==> src/rtl/oflow_bbox_packer_pkg.sv <==
// Shared oflow bbox layout: field lengths, packed-vector offsets, packer FSM states.
// Optional geometry checking is selected by OFLOW_BBOX_PACKER_CHECK_EN.
package oflow_bbox_packer_pkg;

  localparam int CM_LEN               = 11;
  localparam int POSITION_TL_LEN      = 22;
  localparam int POSITION_CONCATE_LEN = 44;
  localparam int WIDTH_LEN            = 8;
  localparam int HEIGHT_LEN           = 8;
  localparam int COLOR_LEN            = 24;
  localparam int D_HISTORY_LEN        = 3;
  localparam int BBOX_VECTOR_SIZE     = 89;

  localparam int D_HISTORY_OFS = 0;
  localparam int COLOR2_OFS    = D_HISTORY_OFS + D_HISTORY_LEN;
  localparam int COLOR1_OFS    = COLOR2_OFS + COLOR_LEN;
  localparam int HEIGHT_OFS    = COLOR1_OFS + COLOR_LEN;
  localparam int WIDTH_OFS     = HEIGHT_OFS + HEIGHT_LEN;
  localparam int TL_OFS        = WIDTH_OFS + WIDTH_LEN;

  typedef enum logic [1:0] {
    ST_IDLE   = 2'd0,
    ST_ACTIVE = 2'd1,
    ST_DRAIN  = 2'd2
  } state_t;

  typedef struct packed {
    logic [POSITION_TL_LEN-1:0] tl;
    logic [WIDTH_LEN-1:0]       width;
    logic [HEIGHT_LEN-1:0]      height;
    logic [COLOR_LEN-1:0]       color1;
    logic [COLOR_LEN-1:0]       color2;
    logic [D_HISTORY_LEN-1:0]   d_history;
  } bbox_t;

`ifdef OFLOW_BBOX_PACKER_CHECK_EN
  localparam int DIFF_LEN = 12;

  // Difference of two corner coordinates, saturated into the 8-bit field.
  function automatic logic [WIDTH_LEN-1:0] pack_dim(input logic [CM_LEN-1:0] lo,
                                                    input logic [CM_LEN-1:0] hi);
    logic [DIFF_LEN-1:0] d;
    d = {1'b0, hi} - {1'b0, lo};
    if (d[DIFF_LEN-1]) return '0;
    if (|d[DIFF_LEN-2:WIDTH_LEN]) return '1;
    return d[WIDTH_LEN-1:0];
  endfunction

  function automatic logic dim_bad(input logic [CM_LEN-1:0] lo,
                                   input logic [CM_LEN-1:0] hi);
    logic [DIFF_LEN-1:0] d;
    d = {1'b0, hi} - {1'b0, lo};
    return d[DIFF_LEN-1] | (|d[DIFF_LEN-2:WIDTH_LEN]);
  endfunction
`else
  function automatic logic [WIDTH_LEN-1:0] pack_dim(input logic [CM_LEN-1:0] lo,
                                                    input logic [CM_LEN-1:0] hi);
    return WIDTH_LEN'(hi - lo);
  endfunction
`endif

endpackage

==> src/rtl/oflow_bbox_packer_fifo.sv <==
// oflow_bbox_fifo: synchronous bbox FIFO with wrap-bit pointers and a registered head.
// The head register always holds the oldest entry so it can drive bbox_out directly.
module oflow_bbox_fifo
  import oflow_bbox_packer_pkg::*;
#(
  parameter int DEPTH = 4
) (
  input  logic  clk,
  input  logic  reset_N,
  input  logic  push,
  input  bbox_t din,
  input  logic  pop,
  output bbox_t dout,
  output logic  dout_valid,
  output logic  full_next,
  output logic  empty_next
);

  localparam int AW = $clog2(DEPTH);

  if (DEPTH < 2 || DEPTH > 16 || (DEPTH & (DEPTH - 1)) != 0) begin : g_bad_depth
    $error("oflow_bbox_fifo: DEPTH must be a power of two in 2..16");
  end

  logic [AW:0] wr_ptr;
  logic [AW:0] rd_ptr;
  logic [AW:0] wr_next;
  logic [AW:0] rd_next;
  bbox_t       mem [DEPTH];

  assign wr_next    = wr_ptr + (AW + 1)'(push);
  assign rd_next    = rd_ptr + (AW + 1)'(pop);
  assign empty_next = (wr_next == rd_next);
  assign full_next  = (wr_next[AW] != rd_next[AW]) &&
                      (wr_next[AW-1:0] == rd_next[AW-1:0]);

  always_ff @(posedge clk) begin
    if (push) mem[wr_ptr[AW-1:0]] <= din;
  end

  // When the next head is the entry being written this cycle, bypass the array.
  always_ff @(posedge clk or negedge reset_N) begin
    if (!reset_N) begin
      wr_ptr     <= '0;
      rd_ptr     <= '0;
      dout       <= '0;
      dout_valid <= 1'b0;
    end else begin
      wr_ptr     <= wr_next;
      rd_ptr     <= rd_next;
      dout_valid <= !empty_next;
      if (!empty_next) begin
        if (push && (rd_next == wr_ptr)) dout <= din;
        else                             dout <= mem[rd_next[AW-1:0]];
      end
    end
  end

endmodule

==> src/rtl/oflow_bbox_packer.sv <==
// Packs per-object features back into the 89-bit bbox vector and streams them per frame.
// Define OFLOW_BBOX_PACKER_CHECK_EN to saturate width/height and flag bad geometry on geom_err.
//
// state     | meaning
// ST_IDLE   | between frames, no objects accepted
// ST_ACTIVE | frame open, accepting objects while FIFO has room
// ST_DRAIN  | frame closed, waiting for FIFO to empty before frame_done
module oflow_bbox_packer
  import oflow_bbox_packer_pkg::*;
#(
  parameter int DEPTH = 4
) (
  input  logic                            clk,
  input  logic                            reset_N,
  input  logic                            frame_start,
  input  logic                            frame_end,
  input  logic                            in_valid,
  output logic                            in_ready,
  input  logic [POSITION_CONCATE_LEN-1:0] position_concate,
  input  logic [COLOR_LEN-1:0]            color1,
  input  logic [COLOR_LEN-1:0]            color2,
  input  logic [D_HISTORY_LEN-1:0]        d_history,
  output logic                            out_valid,
  input  logic                            out_ready,
  output logic [BBOX_VECTOR_SIZE-1:0]     bbox_out,
  output logic                            frame_done,
  output logic                            geom_err
);

  state_t                      state;
  logic                        push;
  logic                        pop;
  logic                        full_next;
  logic                        empty_next;
  logic [CM_LEN-1:0]           tl_x;
  logic [CM_LEN-1:0]           tl_y;
  logic [CM_LEN-1:0]           br_x;
  logic [CM_LEN-1:0]           br_y;
  logic [BBOX_VECTOR_SIZE-1:0] in_vec;
  bbox_t                       in_bbox;
  bbox_t                       head;

  assign tl_x = position_concate[4*CM_LEN-1 -: CM_LEN];
  assign tl_y = position_concate[3*CM_LEN-1 -: CM_LEN];
  assign br_x = position_concate[2*CM_LEN-1 -: CM_LEN];
  assign br_y = position_concate[CM_LEN-1 -: CM_LEN];

  always_comb begin
    in_vec = '0;
    in_vec[TL_OFS +: POSITION_TL_LEN]   = position_concate[POSITION_CONCATE_LEN-1 -: POSITION_TL_LEN];
    in_vec[WIDTH_OFS +: WIDTH_LEN]      = pack_dim(tl_x, br_x);
    in_vec[HEIGHT_OFS +: HEIGHT_LEN]    = pack_dim(tl_y, br_y);
    in_vec[COLOR1_OFS +: COLOR_LEN]     = color1;
    in_vec[COLOR2_OFS +: COLOR_LEN]     = color2;
    in_vec[D_HISTORY_OFS +: D_HISTORY_LEN] = d_history;
  end

  assign in_bbox  = bbox_t'(in_vec);
  assign push     = in_valid && in_ready;
  assign pop      = out_valid && out_ready;
  assign bbox_out = head;

  oflow_bbox_fifo #(
    .DEPTH(DEPTH)
  ) u_fifo (
    .clk        (clk),
    .reset_N    (reset_N),
    .push       (push),
    .din        (in_bbox),
    .pop        (pop),
    .dout       (head),
    .dout_valid (out_valid),
    .full_next  (full_next),
    .empty_next (empty_next)
  );

  // in_ready is registered from next occupancy, so out_ready never reaches it combinationally.
  always_ff @(posedge clk or negedge reset_N) begin
    if (!reset_N) begin
      state      <= ST_IDLE;
      in_ready   <= 1'b0;
      frame_done <= 1'b0;
    end else begin
      frame_done <= 1'b0;
      unique case (state)
        ST_IDLE: begin
          if (frame_start) begin
            state    <= ST_ACTIVE;
            in_ready <= !full_next;
          end
        end
        ST_ACTIVE: begin
          if (frame_end) begin
            in_ready <= 1'b0;
            if (empty_next) begin
              frame_done <= 1'b1;
              state      <= ST_IDLE;
            end else begin
              state <= ST_DRAIN;
            end
          end else begin
            in_ready <= !full_next;
          end
        end
        ST_DRAIN: begin
          if (empty_next) begin
            frame_done <= 1'b1;
            state      <= ST_IDLE;
          end
        end
        default: begin
          state    <= ST_IDLE;
          in_ready <= 1'b0;
        end
      endcase
    end
  end

`ifdef OFLOW_BBOX_PACKER_CHECK_EN
  always_ff @(posedge clk or negedge reset_N) begin
    if (!reset_N) begin
      geom_err <= 1'b0;
    end else if (state == ST_IDLE && frame_start) begin
      geom_err <= 1'b0;
    end else if (push && (dim_bad(tl_x, br_x) || dim_bad(tl_y, br_y))) begin
      geom_err <= 1'b1;
    end
  end
`else
  assign geom_err = 1'b0;
`endif

endmodule

==> config.mk <==
export PLATFORM = sky130hd
export DESIGN_NAME = oflow_bbox_packer
export DESIGN_NICKNAME = d
export VERILOG_FILES = /design/src/rtl/oflow_bbox_packer_pkg.sv /design/src/rtl/oflow_bbox_packer_fifo.sv /design/src/rtl/oflow_bbox_packer.sv
export SDC_FILE = /design/constraint.sdc
export NUM_CORES = 1
export LEC_CHECK = 0
export CORE_MARGIN = 2
export CORE_UTILIZATION = 48
export CTS_BUF_LIST = sky130_fd_sc_hd__clkbuf_16
export DETAILED_ROUTE_END_ITERATION = 8
export MAX_ROUTING_LAYER = met4
export PLACE_DENSITY = 0.69
export SYNTH_ARGS = -nofsm -noshare
export SYNTH_HDL_FRONTEND = slang
export SYNTH_HIERARCHICAL = 1
export SYNTH_SLANG_ARGS = --single-unit
export TNS_END_PERCENT = 30
==> constraint.sdc <==
create_clock -name clk -period 12.9 [get_ports clk]
set_clock_uncertainty 0.1 [all_clocks]
set_input_delay 2.58 -clock clk [delete_from_list [all_inputs] [get_ports clk]]
set_output_delay 2.58 -clock clk [all_outputs]
set_load 0.01 [all_outputs]
# After elaboration in Yosys (flattened, before gate mapping)
# Memories as Yosys holds them, arrays and structs flattened.
# Index checks and enable logic that the tools add are counted.
op_classes:
  eq_ne: 9
  muxes: 14
  add_sub_neg: 4
  reduce_logical: 9
  n_bitwise: 1
  div_mod_pow: 0
  n_mul: 0
  n_shift: 0
  order_cmp: 0
ops:
  columns: ["cell", "n"]
  rows:
  - ["$mux 89", 1]
  - ["$sub 8x8->8", 2]
  - ["$mux 2", 4]
  - ["$add 3x1->3", 2]
  - ["$eq 3x3->1", 2]
  - ["$mux 1", 6]
  - ["$pmux 2 s3", 1]
  - ["$logic_and 1x1->1", 4]
  - ["$ne 2x2->1 const B", 2]
  - ["$pmux 1 s3", 1]
  - ["$reduce_and 3->1", 1]
  - ["$eq 2x1->1 const B", 1]
  - ["$eq 2x2->1", 1]
  - ["$eq 2x2->1 const B", 1]
  - ["$logic_not 1->1", 2]
  - ["$logic_not 2->1", 1]
  - ["$ne 2x1->1 const B", 1]
  - ["$pmux 1 s2", 1]
  - ["$reduce_and 2->1", 1]
  - ["$ne 1x1->1", 1]
  - ["$not 1->1", 1]
word_totals:
  out_inout_bits: 93
  latchBits: 0
  romBits: 0
  reg_bits: 100
  mem_count: 1
  mem_bits_rw: 356
  wordCells: 50
memory_table:
  columns: ["memory", "words", "width", "rd", "rd_clocked_by_memory_dff", "write_ports", "line", "rtl"]
  rows:
  - ["u_fifo.mem", 4, 89, 1, 0, 1, "oflow_bbox_packer_fifo.sv:29", "bbox_t mem [DEPTH];"]

# Logic depth before layout (Yosys ltp)
logic_depth:
  ltp_word: 7
  ltp_mapped: 13
  depth_no_buf: 11

# Hierarchy
# Netlist, hierarchy kept.
by_module_without_submodules:
  columns: ["module", "area_each_um2", "cells_each", "n_inst"]
  rows:
  - ["oflow_bbox_fifo", 17500.5, 780, 1]
  - ["oflow_bbox_packer", 918.4, 126, 1]

# Least setup slack after synthesis
# Ideal clock, no wire load.
synth_timing:
  kind: "input -> register"
  from: "in in_valid"
  to: "mem u_fifo/mem[0][0] in the netlist's numbering, enable pin"
  required_ps: 12136
  path_stages: 2
  slack_ps: 2837
  t_arrival_ps: 9299
  setup_time_ps: 664
  path_cell_list: "and2_1 -> nor3b_1"
synth_via:
  elab_chain_cells: 3
synth_rtl:
  columns: ["element", "line", "rtl"]
  rows:
  - ["from (decl)", "oflow_bbox_packer.sv:17", "input logic in_valid,"]
  - ["$logic_and 1x1->1", "oflow_bbox_packer.sv:59", "assign push = in_valid && in_ready;"]
  - ["$mux 1", "oflow_bbox_packer_fifo.sv:38", "if (push) mem[wr_ptr[AW-1:0]] <= din;"]
  - ["$mux 1 (implied by the code)", "oflow_bbox_packer_fifo.sv:38", null]
  - ["to (decl)", "oflow_bbox_packer_fifo.sv:29", null]
# No other way between the ends.

# Worst setup path after layout
layout_timing:
  from: "in out_ready"
  to: "reg u_fifo/dout[5] in the netlist's numbering"
layout_via:
  elab_chain_cells: 5
  elab_cells_between_ends: 7
  classes_between: "add/sub: 1; eq/ne: 2; mux: 1; reduce/logical: 2; memory: 1"
layout_rtl:
  columns: ["element", "line", "rtl"]
  rows:
  - ["from (decl)", "oflow_bbox_packer.sv:24", "input logic out_ready,"]
  - ["$logic_and 1x1->1 *", "oflow_bbox_packer.sv:60", "assign pop = out_valid && out_ready;"]
  - ["via pop", "oflow_bbox_packer.sv:32", "logic pop;"]
  - ["$add 3x1->3 *", "oflow_bbox_packer_fifo.sv:32", "assign rd_next = rd_ptr + (AW + 1)'(pop);"]
  - ["via u_fifo.rd_next[1]", "oflow_bbox_packer_fifo.sv:28", "logic [AW:0] rd_next;"]
  - ["parallel branches: the longest is 3 deep, another holds $mem_v2 4x89", null, null]
  - ["to (signal assigned)", "oflow_bbox_packer_fifo.sv:53", "if (push && (rd_next == wr_ptr)) dout <= din;"]
  - ["to (signal assigned)", "oflow_bbox_packer_fifo.sv:54", "else dout <= mem[rd_next[AW-1:0]];"]
  - ["to (decl)", "oflow_bbox_packer_fifo.sv:13", "output bbox_t dout,"]
# Mark *: on every way through the listed nets, which the timed path passes.
# A chain may end at the register's enable or synchronous reset.

==> summary.md <==
| Metric | Value |
|---|---|
| Synth Instances | `906` |
| Final Hold Fails | `0` |
| First drt pass iteration count | `4` |
| Crit path largest cell delay | `0.84 ns` |
| Vias per Instance | `5.48` |
| CP Buf/Inv Count | `3` |
| Drt wl/cell | `21.8 microns` |
| Yosys cell types | `39` |
| Post-Synth Simple-Gate Area | `1.22%` |
| Fillers | `2,831` |
| Top sig layer | `met4` |
| Port-buffer cells | `186` |
| Sequential area share after synthesis | `71.6%` |
| Worst min-delay path category | `reg -> reg` |
| Wire length on met3 | `1.58 mm` |
| Post-CTS Setup Repair Bufs | `0` |
| Commonest non-fill, non-tap cell in the layout | `edfxtp_1` |
| Root Buffer | `clkbuf_16` |
| Area after DPL | `0.0209 sq mm` |
| # setup viols final | `0` |
| Max-slew violations | `0` |
| Pleak | `7.80 nW` |
| Commonest cells after routing, fill and taps aside | `edfxtp_1, clkdlybuf4s50_1, mux2_2` |
| Setup CP Type | `in -> reg` |
| DR vias | `9,110` |
| Clk pin slew, worst setup/hold paths | `0.06 ns` |
| WP data arrival | `6.90 ns` |
| Critical-path cell list | `clkdlybuf4s50_1, and2_1, ha_4, ha_4, buf_4, xnor2_1, nand3_4, buf_4, mux2_2` |
| Chip width | `200 microns` |
| #FFs+latches synth | `456` |
| Critical Path End Type | `flop` |
| Top cell type's share of synthesized area | `58.0%` |
| Met1 Routed Length | `16.2 mm` |
| Synth warn | `6` |
| DP HPWL | `20.7 mm` |
| Core Area | `0.0378 sq mm` |
| Delay-heaviest family, CP | `buffers and inverters` |
| Slew margin rel. | `32.4%` |
| Hold Buf Count CTS | `0` |
| Post-synthesis xor/xnor area fraction | `0.931%` |
| Total length of routed met2 wires | `17.6 mm` |
| Synth top area cells | `edfxtp_1, dfrtp_1, mux2_2, mux4_2, ha_1` |
| Crit-path max FO | `60` |
| Die ar. | `0.0400 sq mm` |
| Initial antenna violation count | `0` |
| Final setup TNS | `0 ns` |
| Cell Area, Synth | `0.0184 sq mm` |
| Layout cell share with drive strength beyond 1 | `30.6%` |
| Fin crit share | `50.9%` |
| Clk buf depth | `3` |
| I/O pin cnt | `194` |
| F_max | `152 MHz` |
| Unrepaired setup endpoints after global routing | `false` |
| MaxCap Viol Count | `0` |
| First-pass GRT wire length | `56.1 mm` |
| Total CTS buffers | `47` |
| Die Ht | `200 microns` |
| Worst Path Required | `13.24 ns` |
| Vias in the first global route | `9,688` |
| H-Tree Depth | `2` |
| GRT Util Overall | `19.4%` |
| Final Wtd Congestion | `0.763` |
| Area grow syn2layout | `21.3%` |
| GRT overflow | `0` |
| Final wirelength | `36.3 mm` |
| Post-route DRC | `0` |
| Clock latency on the worst-skew pair | `0.56 ns` |
| Largest net degree at the start of global routing | `61` |
| Ant diodes | `0` |
| Initial drt markers | `495` |
| TritonCTS clock tree | `done` |
| Clock period minus worst slack | `6.57 ns` |
| Multiplexer area fraction after synthesis | `21.8%` |
| Cts repair resizes | `0` |
| Peak supply drop | `0.149 mV` |
| ANT nets after route | `0` |
| Tightest Pin Transition | `1.01 ns` |
| Compound-gate portion of the synthesized area | `1.11%` |
| Starting density of the core | `48.8%` |
| Crit start category | `input port` |
| Main combinational cell family by area after synthesis | `multiplexers` |
| Yosys top cell by area | `edfxtp_1` |
| Nets | `1,238` |
| PwrDens | `249 mW/mm^2` |
| Outcome | `complete, no violations` |
| Post-Synth Adder-Cell Area | `1.64%` |
| CTS sink cnt | `456` |
| Post-synthesis area per instance | `20.3 sq um` |
| Post-route cell area | `0.0223 sq mm` |
| Syn nets | `1,030` |
| Worst path slowest cell | `buf_4` |
| Core Rows | `71` |
==> Yosys cell counts (all sizes together) <==
master   instances
xnor2           13
nand3            1
o31ai            1
nand2b           2
o2111ai          2
o31a             1
xnor3            1
nand3b           1
nand2           10
nor3b            1
a211oi           1
clkbuf           8
nor4             1
o21a             2
nor2b            7
mux4            89
fa               2
nand4            1
a41oi            2
nor2             9
conb             1
and3b            1
or4b             2
nor3             2
dfrtp          100
xor2             4
mux2           178
ha              21
o211ai           2
and2             2
inv             26
a21oi           15
buf             32
and3             1
edfxtp         356
o21ai            8
==> cells by family (layout without fill, tap and decap cells) <==
group	Yosys count	count (layout)
AO/OA/AOI/OAI	34	34
multiplexers	267	267
AND/OR/NAND/NOR	41	41
flip-flops	456	456
buffers and inverters	66	312
other	1	1
XOR/XNOR	18	18
adder cells (fa/ha/maj)	23	23
==> path summary, 6_finish.rpt <==
path                                             start                           to  slack [ns]  cells past startpoint
max                                          out_ready   u_fifo/dout[5]$_DFFE_PN0N_        6.33                      9
min                        u_fifo/dout[23]$_DFFE_PN0N_  u_fifo/dout[23]$_DFFE_PN0N_        0.40                      1
max reg2reg                u_fifo/dout_valid$_DFF_PN0_   u_fifo/dout[5]$_DFFE_PN0N_        8.35                      8
min reg2reg                u_fifo/dout[23]$_DFFE_PN0N_  u_fifo/dout[23]$_DFFE_PN0N_        0.40                      1
max in group asynchronous                      reset_N  u_fifo/dout[32]$_DFFE_PN0N_        9.43                      2
min in group asynchronous                      reset_N  u_fifo/dout[68]$_DFFE_PN0N_        1.98                      1
==> stage by stage <==
stage / instances / setup slack, ns / total power, W / hold WS, ns / utilization [%]
after floorplan: 906 / 2.84 / 0.00363 / 0.359 / -
after global placement: 1576 / 5.67 / 0.00430 / 0.388 / 55.3
after detailed placement: 1576 / 5.64 / 0.00434 / 0.394 / 55.3
after CTS: 1663 / 6.29 / 0.00564 / 0.408 / 59.2
after global routing: 1663 / 6.09 / 0.00586 / 0.421 / 59.2
final: 1663 / 6.33 / 0.00555 / 0.403 / 59.2
==> layout make-up <==
type                       count  area [sq um]  share of cell area [%]
multi-input combinational    384          4980                    22.3
inverter                      26          97.6                   0.437
sequential                   456         13200                    59.1
clock buffer                  49          1230                    5.49
tap                          511           639                    2.86
clock inverter                38           241                    1.08
timing repair buffer         199          1960                    8.76
==> power breakdown <==
group | leakage [nW] | total, W | switching, W | internal, W
logic | 2.62 | 0.00223 | 0.000950 | 0.00128
registers | 4.39 | 0.00204 | 0.000121 | 0.00192
clock network | 0.787 | 0.00128 | 0.000536 | 0.000743
total | 7.80 | 0.00555 | 0.00161 | 0.00395
==> state kept, by name, indices dropped and copies added (netlist names) <==
| register | cells |
|---|---|
| u_fifo/dout_valid | 1 |
| frame_done | 1 |
| u_fifo/dout | 89 |
| state | 2 |
| u_fifo/rd_ptr | 3 |
| in_ready | 1 |
| u_fifo/wr_ptr | 3 |
| u_fifo/mem | 356 |
==> routing by layer <==
| metal | up-vias | track usage [%] |
|---|---|---|
| met1 | 4780 | 26.1 |
| met3 | 64 | 3.11 |
| met2 | 218 | 30.7 |
| met5 | - | - |
| li1 | 4048 | - |
| met4 | 0 | 5.90 |
No activity file was read; power rests on OpenSTA's default activity.
